$ cat config.mk
export PLATFORM = sky130hd
export DESIGN_NAME = alu_arbiter
export DESIGN_NICKNAME = d
export VERILOG_FILES = /design/src/rtl/alu_arbiter.sv
export SDC_FILE = /design/constraint.sdc
export NUM_CORES = 1
export LEC_CHECK = 0
export CAP_MARGIN = 10
export CELL_PAD_IN_SITES_DETAIL_PLACEMENT = 1
export CELL_PAD_IN_SITES_GLOBAL_PLACEMENT = 1
export CORE_MARGIN = 3
export CORE_UTILIZATION = 32
export CTS_CLUSTER_SIZE = 25
export DETAILED_ROUTE_END_ITERATION = 8
export GPL_TIMING_DRIVEN = 0
export MAX_ROUTING_LAYER = met4
export PLACE_DENSITY_LB_ADDON = 0.1
export SKIP_CTS_REPAIR_TIMING = 1
export SLEW_MARGIN = 20
export SYNTH_ARGS = -nofsm -noshare
export SYNTH_HDL_FRONTEND = slang
export SYNTH_SLANG_ARGS = --single-unit
export TNS_END_PERCENT = 100
$ cat constraint.sdc
create_clock -name clk -period 4.5 [get_ports clk]
set_input_delay 0.675 -clock clk [delete_from_list [all_inputs] [get_ports clk]]
set_output_delay 0.675 -clock clk [all_outputs]
set_load 0.05 [all_outputs]
$ cat src/rtl/alu_arbiter.sv
// alu_arbiter: round-robin front end for one shared ALU.
// Two requesters, one operation in flight at a time.
module alu_arbiter #(
  parameter int W = 17
) (
  input  logic         clk,
  input  logic         reset,
  input  logic         req0_valid,
  output logic         req0_ready,
  input  logic [2:0]   req0_op,
  input  logic [W-1:0] req0_x,
  input  logic [W-1:0] req0_y,
  input  logic         req1_valid,
  output logic         req1_ready,
  input  logic [2:0]   req1_op,
  input  logic [W-1:0] req1_x,
  input  logic [W-1:0] req1_y,
  output logic [W-1:0] alu_x,
  output logic [W-1:0] alu_y,
  output logic [2:0]   alu_op,
  input  logic [W-1:0] alu_out,
  output logic         rsp_valid,
  output logic         rsp_id,
  output logic [W-1:0] rsp_data,
  output logic         rsp_err,
  input  logic         rsp_ready,
  output logic         busy
);

  typedef enum logic [1:0] {
    IDLE = 2'd0,
    EXEC = 2'd1,
    RESP = 2'd2
  } state_t;

  state_t     state;
  logic       last_grant;
  logic       own_id;
  logic       pick0;
  logic       pick1;
  logic       err;
  logic [W:0] sum;

  // On contention the requester not served last wins.
  always_comb begin
    pick0 = req0_valid & (~req1_valid | last_grant);
    pick1 = req1_valid & (~req0_valid | ~last_grant);
  end

  assign req0_ready = ~reset & (state == IDLE) & pick0;
  assign req1_ready = ~reset & (state == IDLE) & pick1;

  // Error flag from the latched operands, one bit wider.
  always_comb begin
    sum = {1'b0, alu_x} + {1'b0, alu_y};
    err = 1'b0;
    unique case (alu_op)
      3'b000:  err = sum[W];
      3'b001:  err = alu_x < alu_y;
      3'b010:  err = alu_x[W-1];
      default: err = 1'b0;
    endcase
  end

  // Control FSM; operand regs double as the ALU drive.
  always_ff @(posedge clk) begin
    if (reset) begin
      state      <= IDLE;
      last_grant <= 1'b1;
      own_id     <= 1'b0;
      busy       <= 1'b0;
      rsp_valid  <= 1'b0;
      rsp_id     <= 1'b0;
      rsp_data   <= '0;
      rsp_err    <= 1'b0;
      alu_x      <= '0;
      alu_y      <= '0;
      alu_op     <= 3'b000;
    end else begin
      unique case (state)
        IDLE: begin
          unique case (1'b1)
            pick0: begin
              alu_x      <= req0_x;
              alu_y      <= req0_y;
              alu_op     <= req0_op;
              own_id     <= 1'b0;
              last_grant <= 1'b0;
              busy       <= 1'b1;
              state      <= EXEC;
            end
            pick1: begin
              alu_x      <= req1_x;
              alu_y      <= req1_y;
              alu_op     <= req1_op;
              own_id     <= 1'b1;
              last_grant <= 1'b1;
              busy       <= 1'b1;
              state      <= EXEC;
            end
            default: begin
              busy <= 1'b0;
            end
          endcase
        end
        EXEC: begin
          rsp_valid <= 1'b1;
          rsp_id    <= own_id;
          rsp_data  <= alu_out;
          rsp_err   <= err;
          state     <= RESP;
        end
        RESP: begin
          if (rsp_ready) begin
            rsp_valid <= 1'b0;
            busy      <= 1'b0;
            state     <= IDLE;
          end
        end
        default: begin
          rsp_valid <= 1'b0;
          busy      <= 1'b0;
          state     <= IDLE;
        end
      endcase
    end
  end

endmodule

==> reports/results.ini <==
[setup_path]
worstReg2RegEnd=rsp_err$_SDFFE_PP0P_
timing.critical_path.to=req0_ready
timing.reg2reg.worst_path_depth=7
critical_path.startpoint=reset
endpoint_kind=output pin
type_of_element_launching_the_critical_path=input pin
worstReg2RegStart=alu_y[6]$_SDFFE_PP0P_
criticalPathCategory=input pin to output pin
worst_ep_required_time_ns=3.83
crit_fanout=7
reg2reg_setup_slack_ns=2.48
endpoint_arrival_time_on_the_critical_path_ns=2.46

[timing]
finalSetupTns_ns=0
unrepaired_setup_endpoints_after_global_routing=false
finalCritPeriodShare_pct=69.7
timing_hold_violations_final=0
number_of_pins_exceeding_their_max_slew_limit_in_the_final_report=0
achievable-frequency_ghz=0.319
layout_setup_ws_ns=1.37
relSlewSlack_pct=54.1
timing.final.crit_period_ns=3.13
fin_worst_skew_ns=0.00788
setup_viol=0
worstMarginPinSlew_ns=0.685

[routing]
met2_length_mm=5.62
met3_wirelength_um=652
route.vias.total=3492
drtPass1Iterations=4
wl_met1_mm=5.15
vias_per_cell=4.93
route.detailed.drc=0
detail_route.wl_per_cell_um=16.3
top_layer=met4
residual_antenna_violating_net_count_after_detailed_routing=0
initialDrtViolationCount=132
drt-total-wl_mm=11.6

[synthesis]
syn_nets=533
syn-cell-area_um2=3360
synthesis.yosys.warnings=0
synth_cell_types=40
synth.area.top_cells=sky130_fd_sc_hd__dfxtp_1 (37%), sky130_fd_sc_hd__ha_1 (12%), sky130_fd_sc_hd__nand2_1 (9.3%)
ys_seq_area_share_pct=37.0
number_of_enable_flip_flop_cells_after_synthesis=0
syn_area_per_cell_um2=8.29
postSynth.asyncResetShare_pct=0
synth_top_area_cell=sky130_fd_sc_hd__dfxtp_1
commonest_cells_post_synth=sky130_fd_sc_hd__nand2_1 (83), sky130_fd_sc_hd__dfxtp_1 (62), sky130_fd_sc_hd__a21oi_1 (32), sky130_fd_sc_hd__ha_1 (32), sky130_fd_sc_hd__inv_1 (24)
yosysMostFrequentCell=sky130_fd_sc_hd__nand2_1
postSynthCellCount=405
synthDominantCellAreaShare_pct=37.0
synth-main-ff-cell=sky130_fd_sc_hd__dfxtp_1
synth.ff_latch_count=62

[cts]
htree_levels=3
cts.clk_slew.worst_paths_ns=0.07
insertion_delay_ns=0.34
cts_tree=done
ctsRootBufferMaster=sky130_fd_sc_hd__clkbuf_8
numCtsBuffers=9
clockBufferDepth=2
numClockSinks=62

[finish]
area_growth_pct=57.8
drive_gt1_share_pct=4.86
diodes=0
nets=699
finalCoreUtilization_pct=53.0

[global_routing]
first_global_vias=3711
wire_length_of_the_first_global_routing_pass_mm=18.3
globalRouteTotalUtil_pct=20.5
largest_net_degree_at_the_start_of_global_routing=12
grt_antenna_before_repair=0
globalRoute.totalOverflow=0

[hold_path]
hold_path.class=flop to flop

[floorplanning]
fp.coreArea_um2=10000
initial_standard_cell_utilization_of_the_core_pct=33.6
pin_count=156
placementRows=36
die-width_um=108
die_area_um2=11800
chipHeight_um=108

[placed_design]
finalWeightedCongestion=0.819
hpwl_after_detailed_placement_mm=9.03
dp_slack_ns=1.35
placement.io_buffers=155

[pwr]
pwr_density_cell_nw_per_um2=383
ir_worst_vdd_uv=196
static-leakage-power_nw=2.11

[outcome]
run_status=completed

[job]
max-cap-violations=0

## power by group
part	switching, mW	internal (mW)	leakage (nW)
registers	0.0693	0.618	0.513
clock network	0.235	0.325	0.108
logic	0.475	0.308	1.49
total	0.779	1.25	2.11
## sequential cells by signal, summed over array words and instances, names as in the netlist, 2 cells and up
register	cells
alu_y	17
state	2
rsp_data	17
alu_x	17
alu_op	3
## worst max-delay path, stage by stage
cell                              delay (ns)
sky130_fd_sc_hd__clkdlybuf4s50_1        0.53
sky130_fd_sc_hd__nor3_1                 0.25
sky130_fd_sc_hd__and3_1                 0.21
sky130_fd_sc_hd__clkdlybuf4s50_1        0.80
## through the flow
stage	hold slack, ns	cells	instance area [µm²]	power [mW]
final	0.456	709	5300	2.03
after floorplan	0.432	405	3360	1.17
after CTS	0.460	709	5300	2.05
after global routing	0.475	709	5300	2.15
after detailed placement	0.449	693	5070	1.49
after global placement	0.441	693	5070	1.47
## placed cells by master, fill, tap and decap left out, drive strengths merged, types with 3 or more instances in the layout
cell type      instances
buf                   12
nor3                   5
nand2b                21
dfxtp                 62
nor2b                  4
nand3                  3
o21ai                 24
a21boi                17
mux2i                 17
a21oi                 32
nor2                  13
o21bai                 3
clkbuf                21
a32oi                 20
clkdlybuf4s50        155
ha                    32
nand2                 83
inv                   24
## cells by family after synthesis
logic type / count (synthesis) / synth area share (%)
flops: 62 / 37.0
compound gates: 105 / 20.7
fa+ha+maj: 32 / 11.9
mux: 17 / 5.07
buf+inv: 47 / 5.70
simple gates: 142 / 19.6
## worst min-delay path by stage
stage	start	cells past startpoint	to	slack, ns
floorplan	own_id$_SDFFE_PP0P_	2	rsp_id$_SDFFE_PP0P_	0.43
global route	rsp_data[4]$_SDFFE_PP0P_	2	rsp_data[4]$_SDFFE_PP0P_	0.47
global placement	rsp_data[16]$_SDFFE_PP0P_	2	rsp_data[16]$_SDFFE_PP0P_	0.44
finish	rsp_data[1]$_SDFFE_PP0P_	2	rsp_data[1]$_SDFFE_PP0P_	0.46
CTS	rsp_data[1]$_SDFFE_PP0P_	2	rsp_data[1]$_SDFFE_PP0P_	0.46
detailed placement	rsp_data[1]$_SDFFE_PP0P_	2	rsp_data[1]$_SDFFE_PP0P_	0.45
## layer usage
metal | up-vias | track usage [%]
met3 | 15 | 3.82
met2 | 114 | 34.6
met4 | 0 | 6.40
li1 | 1728 | -
met5 | - | -
met1 | 1635 | 24.7
## layout make-up
type                    count  area, µm²
plain buffers              23        101
clock buffers              10        138
clock inverters             6       85.1
fillers                  1210       4700
inverters                  24       90.1
multi-input cells         296       1920
flip-flops and latches     62       1240
well taps                 133        166
repair buffers            155       1550
Note: power is estimated with default switching activity, not from simulation.
